$ cat config.mk
export PLATFORM = sky130hd
export DESIGN_NAME = vector_act_requant
export DESIGN_NICKNAME = d
export VERILOG_FILES = /design/src/rtl/vector_act_requant.sv
export SDC_FILE = /design/constraint.sdc
export NUM_CORES = 1
export LEC_CHECK = 0
export BUFFER_PORTS_ARGS = -buffer_cell sky130_fd_sc_hd__buf_2
export CAP_MARGIN = 15
export CORE_ASPECT_RATIO = 0.6
export CORE_MARGIN = 2
export CORE_UTILIZATION = 55
export CTS_CLUSTER_DIAMETER = 30
export DETAILED_ROUTE_END_ITERATION = 6
export GPL_TIMING_DRIVEN = 0
export PLACE_DENSITY_LB_ADDON = 0.25
export SETUP_SLACK_MARGIN = 0.2
export SLEW_MARGIN = 10
export SYNTH_ARGS = -nofsm -noshare
export SYNTH_HDL_FRONTEND = slang
export SYNTH_SLANG_ARGS = --single-unit
$ cat constraint.sdc
create_clock -name clk -period 7.7 [get_ports clk]
set_input_delay 1.54 -clock clk [delete_from_list [all_inputs] [get_ports clk]]
set_output_delay 1.54 -clock clk [all_outputs]
set_load 0.05 [all_outputs]
$ cat src/rtl/vector_act_requant.sv
// Streaming activation + requantisation stage for the fully-connected accumulator output.
// Stage 1 applies the per-beat activation; stage 2 rounds, shifts and saturates each lane.
module vector_act_requant #(
    parameter int unsigned IN_WIDTH   = 16,
    parameter int unsigned OUT_WIDTH  = 8,
    parameter int unsigned LANES      = 4,
    parameter int          THRESHOLD  = 0,
    parameter int unsigned LEAK_SHIFT = 3,
    parameter int          CLAMP_MAX  = 96,
    parameter int unsigned SHIFT      = 2,
    parameter int unsigned CNT_WIDTH  = 16
) (
    input  logic                        clk,
    input  logic                        rst,
    input  logic                        in_valid,
    output logic                        in_ready,
    input  logic [1:0]                  in_mode,
    input  logic signed [IN_WIDTH-1:0]  in_data [LANES],
    output logic                        out_valid,
    input  logic                        out_ready,
    output logic signed [OUT_WIDTH-1:0] out_data [LANES],
    output logic                        out_sat,
    input  logic                        cnt_clr,
    output logic [CNT_WIDTH-1:0]        sat_count
);

    localparam int unsigned RW = IN_WIDTH + 1;

    localparam logic [1:0] MODE_BYPASS = 2'd0;
    localparam logic [1:0] MODE_RELU   = 2'd1;
    localparam logic [1:0] MODE_LEAKY  = 2'd2;

    localparam logic signed [IN_WIDTH-1:0] THR_C  = IN_WIDTH'(THRESHOLD);
    localparam logic signed [IN_WIDTH-1:0] CMAX_C = IN_WIDTH'(CLAMP_MAX);
    localparam logic signed [RW-1:0]       HALF_C = RW'((1 << SHIFT) >> 1);
    localparam logic signed [RW-1:0]       OMAX_C = RW'((1 << (OUT_WIDTH - 1)) - 1);
    localparam logic signed [RW-1:0]       OMIN_C = ~OMAX_C;

    logic                        s1_valid_q, s1_valid_d;
    logic signed [IN_WIDTH-1:0]  s1_data_q [LANES];
    logic signed [IN_WIDTH-1:0]  s1_data_d [LANES];
    logic                        s2_valid_q, s2_valid_d;
    logic signed [OUT_WIDTH-1:0] out_data_q [LANES];
    logic signed [OUT_WIDTH-1:0] out_data_d [LANES];
    logic                        out_sat_q, out_sat_d;
    logic [CNT_WIDTH-1:0]        sat_count_q, sat_count_d;
    logic                        s1_load, s2_load;

    function automatic logic signed [IN_WIDTH-1:0] activate(
        input logic [1:0]                 mode,
        input logic signed [IN_WIDTH-1:0] x
    );
        logic signed [IN_WIDTH-1:0] y;
        y = x;
        case (mode)
            MODE_BYPASS: y = x;
            MODE_RELU:   y = (x > THR_C) ? x : IN_WIDTH'(0);
            MODE_LEAKY:  y = (x > THR_C) ? x : (x >>> LEAK_SHIFT);
            default:     y = (x <= THR_C) ? IN_WIDTH'(0) : ((x > CMAX_C) ? CMAX_C : x);
        endcase
        return y;
    endfunction

    // A stage may load when it is empty or its contents move on this cycle.
    assign s2_load  = !s2_valid_q || out_ready;
    assign s1_load  = !s1_valid_q || s2_load;
    assign in_ready = s1_load;

    always_comb begin
        s1_valid_d = s1_valid_q;
        s1_data_d  = s1_data_q;
        if (s1_load) begin
            s1_valid_d = in_valid;
            if (in_valid) begin
                for (int unsigned i = 0; i < LANES; i++) begin
                    s1_data_d[i] = activate(in_mode, in_data[i]);
                end
            end
        end
    end

    // Round-half-up shift in one extra bit of headroom, then clip to the output range.
    always_comb begin
        logic signed [RW-1:0] r;
        s2_valid_d = s2_valid_q;
        out_data_d = out_data_q;
        out_sat_d  = out_sat_q;
        r          = '0;
        if (s2_load) begin
            s2_valid_d = s1_valid_q;
            if (s1_valid_q) begin
                out_sat_d = 1'b0;
                for (int unsigned i = 0; i < LANES; i++) begin
                    r = ($signed({s1_data_q[i][IN_WIDTH-1], s1_data_q[i]}) + HALF_C) >>> SHIFT;
                    if (r > OMAX_C) begin
                        out_data_d[i] = OMAX_C[OUT_WIDTH-1:0];
                        out_sat_d     = 1'b1;
                    end else if (r < OMIN_C) begin
                        out_data_d[i] = OMIN_C[OUT_WIDTH-1:0];
                        out_sat_d     = 1'b1;
                    end else begin
                        out_data_d[i] = r[OUT_WIDTH-1:0];
                    end
                end
            end
        end
    end

    // Saturating event counter; clear has priority over a same-cycle increment.
    always_comb begin
        sat_count_d = sat_count_q;
        if (cnt_clr) begin
            sat_count_d = '0;
        end else if (s2_valid_q && out_ready && out_sat_q && (sat_count_q != '1)) begin
            sat_count_d = sat_count_q + CNT_WIDTH'(1);
        end
    end

    always_ff @(posedge clk or posedge rst) begin
        if (rst) begin
            s1_valid_q  <= 1'b0;
            s1_data_q   <= '{default: '0};
            s2_valid_q  <= 1'b0;
            out_data_q  <= '{default: '0};
            out_sat_q   <= 1'b0;
            sat_count_q <= '0;
        end else begin
            s1_valid_q  <= s1_valid_d;
            s1_data_q   <= s1_data_d;
            s2_valid_q  <= s2_valid_d;
            out_data_q  <= out_data_d;
            out_sat_q   <= out_sat_d;
            sat_count_q <= sat_count_d;
        end
    end

    assign out_valid = s2_valid_q;
    assign out_data  = out_data_q;
    assign out_sat   = out_sat_q;
    assign sat_count = sat_count_q;

endmodule

==> flow_metrics.tcl <==
set metrics [dict create \
    cts_htree_levels 3 \
    syn_inst 848 \
    routedWlPerCell_um 18.0 \
    p_sw_w 0.000688 \
    route.detailed.drc 0 \
    setup_violations 0 \
    drive_gt1_frac 0.160 \
    synth_area_um2 6980 \
    wl_met2_um 8430 \
    postCtsSetupBuffers 0 \
    syn_area_per_cell_um2 8.24 \
    clk_latency_ns 0.35 \
    cts_root_buf "clkbuf_16" \
    dp.cells 1133 \
    synth_top_flop_cell "dfrtp_1" \
    finalNetCount 1055 \
    status "finished clean" \
    synthToLayoutAreaGrowth_pct 16.0 \
    track_usage 0.313 \
    stdcell_count 1149 \
    die_width_um 149 \
    coreArea_um2 12200 \
    r2r_setup_slack_ns 4.77 \
    vias_per_cell 6.28 \
    place_area_um2 7820 \
    power.share.clock 0.257 \
    grt_pass1_wl_um 33900 \
    overflow 0 \
    slew_violations 0 \
    die_area_um2 13600 \
    vias 7220 \
    crit_fanout 4 \
    yosys_warnings 0 \
    top_layer "met4" \
    start_util 0.572 \
    cap_violations 0 \
    fin_worst_skew_ns 0.0111 \
    worstPathRequired_ns 6.16 \
    numCtsBuffers 9 \
    ys_seq_area_frac 0.398 \
    period_minus_slack_ns 3.69 \
    worst_hold_slack_ns 0.474 \
    dpl.hpwl_um 15900 \
    relSlewSlack 0.311 \
    vdd_drop_max_mv 0.131 \
    place_ws_ns 3.76 \
    grt_pass1_vias 6338 \
    finalHoldViolCount 0 \
    hold_buffers 0 \
    share_seq_of_total_power 0.431 \
    p_per_area_nw_per_um2 216 \
    drt-total-wl_um 20600 \
    port_buffers 119 \
    min_path_type "flop to flop" \
    wl_met1_um 9890 \
    crit_type "input pin to primary output" \
    switching_share 0.394 \
    critPathCaptureType "primary output" \
    first_pass_iters 5 \
    post-route-period-util 0.479 \
    fill_cells 1082 \
    rsz0062_at_grt "no" \
    syn_nets 924 \
    wl_met3_um 2020 \
    max_slew.worst_pin.slew_ns 1.01 \
    arrival_ns 2.15 \
    grt_max_degree 63 \
    die_h_um 91.3 \
    clkTransAtPathRegs_ns 0.08 \
    synth-edff-count 0 \
    p_int_w 0.00106 \
    fmax_ghz 0.271 \
    comb_power_share 0.312 \
    fin_ws_ns 4.01 \
    synth_cell_types 71 \
    cts_tree "yes" \
    drt_iter0_drc 598 \
    ant_nets 0 \
    gp_congestion 0.958 \
    std_cell_rows 31 \
    p_leak_nw 3.34 \
    clk_path_buf_depth 2 \
    antenna_found_initial 0 \
    start_kind "input pin" \
    antenna_cells 0 \
    setup_tns_ns 0 \
    synthArstFlopShare 1.00 \
    clock_sinks 111 \
    boundaryPins 122 \
    post_cts_resized 0 \
    ys_ff_latch 111 \
    final_cell_area_um2 8100 \
]
layout by cell type, fill, tap and decap left out, types with 9 or more instances in the layout:
cell and instances:
a21oi_1 46, a221oi_1 24, a31oi_1 17, a32oi_1 11, and2_1 10, and4_1 9
buf_2 121, clkbuf_1 41, clkbuf_16 9, dfrtp_1 111, nand2_1 114, nand3_1 32
nand4_1 24, nor2_1 107, nor3_1 14, nor4_1 12, o21ai_0 76, xnor2_1 25
xor2_1 19
per-stage QoR:
| step | util | total power (W) |
|---|---|---|
| after floorplan | - | 0.00113 |
| after global placement | 0.637 | 0.00129 |
| after detailed placement | 0.640 | 0.00130 |
| after CTS | 0.663 | 0.00174 |
| after global routing | 0.663 | 0.00184 |
| final | 0.663 | 0.00175 |
kinds of logic after synthesis:
family                   share of synthesized area
AO/OA/AOI/OAI                                0.231
XOR/XNOR                                    0.0552
AND/OR/NAND/NOR                              0.260
flip-flops                                   0.398
adder cells (fa/ha/maj)                     0.0106
buffers and inverters                       0.0326
multiplexers                                0.0136
critical path, stage by stage:
cell and delay (ns):
buf_2 0.11, nand3b_1 0.24, buf_2 0.26
final cells by class:
type	count	area (µm²)	share of cell area
multi-input cells	678	3980	0.491
flip-flops and latches	111	2780	0.343
repair buffers	120	623	0.0769
clock buffers	9	225	0.0278
well taps	165	206	0.0255
plain buffers	49	190	0.0235
clock inverters	7	56.3	0.00695
inverters	10	42.5	0.00525
flip-flops by register name, summed over array words and instances, names as in the netlist:
signal / cells
s1_data_q: 60
out_data: 32
sat_count: 16
out_sat: 1
out_valid: 1
s1_valid_q: 1
synth_stat cells (4+ instances only):
cell type | instances | share of area
nand3_1 | 32 | 0.023
nand4_1 | 24 | 0.021
nor3_1 | 14 | 0.010
buf_1 | 5 | 0.0027
inv_1 | 9 | 0.0048
a32oi_1 | 11 | 0.014
a31oi_1 | 17 | 0.015
o211ai_1 | 6 | 0.0064
xnor2_1 | 25 | 0.031
mux2_2 | 4 | 0.0064
and3_1 | 8 | 0.0072
nand3b_1 | 5 | 0.0054
a22oi_1 | 6 | 0.0064
a22o_1 | 6 | 0.0075
and2_1 | 10 | 0.0090
o22a_1 | 8 | 0.010
o31ai_1 | 6 | 0.0064
xor2_1 | 19 | 0.024
a221oi_1 | 24 | 0.030
ha_1 | 5 | 0.0090
mux2i_1 | 5 | 0.0072
clkbuf_1 | 41 | 0.022
nand2b_1 | 7 | 0.0063
o21ai_0 | 76 | 0.054
nor2_1 | 107 | 0.058
a21oi_1 | 46 | 0.033
and4_1 | 9 | 0.011
dfrtp_1 | 111 | 0.40
or4_1 | 7 | 0.0075
nand2_1 | 114 | 0.061
nor2b_1 | 5 | 0.0045
nor4_1 | 12 | 0.011
a31o_2 | 5 | 0.0063
final timing paths:
kind	depth (start not counted)	from	to
worst min-delay path	2	out_data[0]	out_data[0]
worst min register to register	2	out_data[0]	out_data[0]
worst max-delay path	3	out_ready	in_ready
worst max register to register	9	s1_data_q[2]	out_sat
min in group asynchronous	2	rst	out_data[25]
max in group asynchronous	3	rst	s1_data_q[17]
power groups by stage:
stage,logic (W),registers [W],clock network (W)
2_1_floorplan,0.000265,0.000867,0
5_1_grt,0.000598,0.000764,0.000480
3_3_place_gp,0.000530,0.000757,0
6_report,0.000546,0.000752,0.000449
3_5_place_dp,0.000538,0.000761,0
4_1_cts,0.000541,0.000749,0.000454
routing by layer:
layer | global-route usage | up-vias
li1 | - | 3400
met1 | 0.494 | 3419
met2 | 0.435 | 377
met3 | 0.0759 | 24
met4 | 0.0556 | 0
met5 | 0 | -
(Power assumes the default switching activity.)
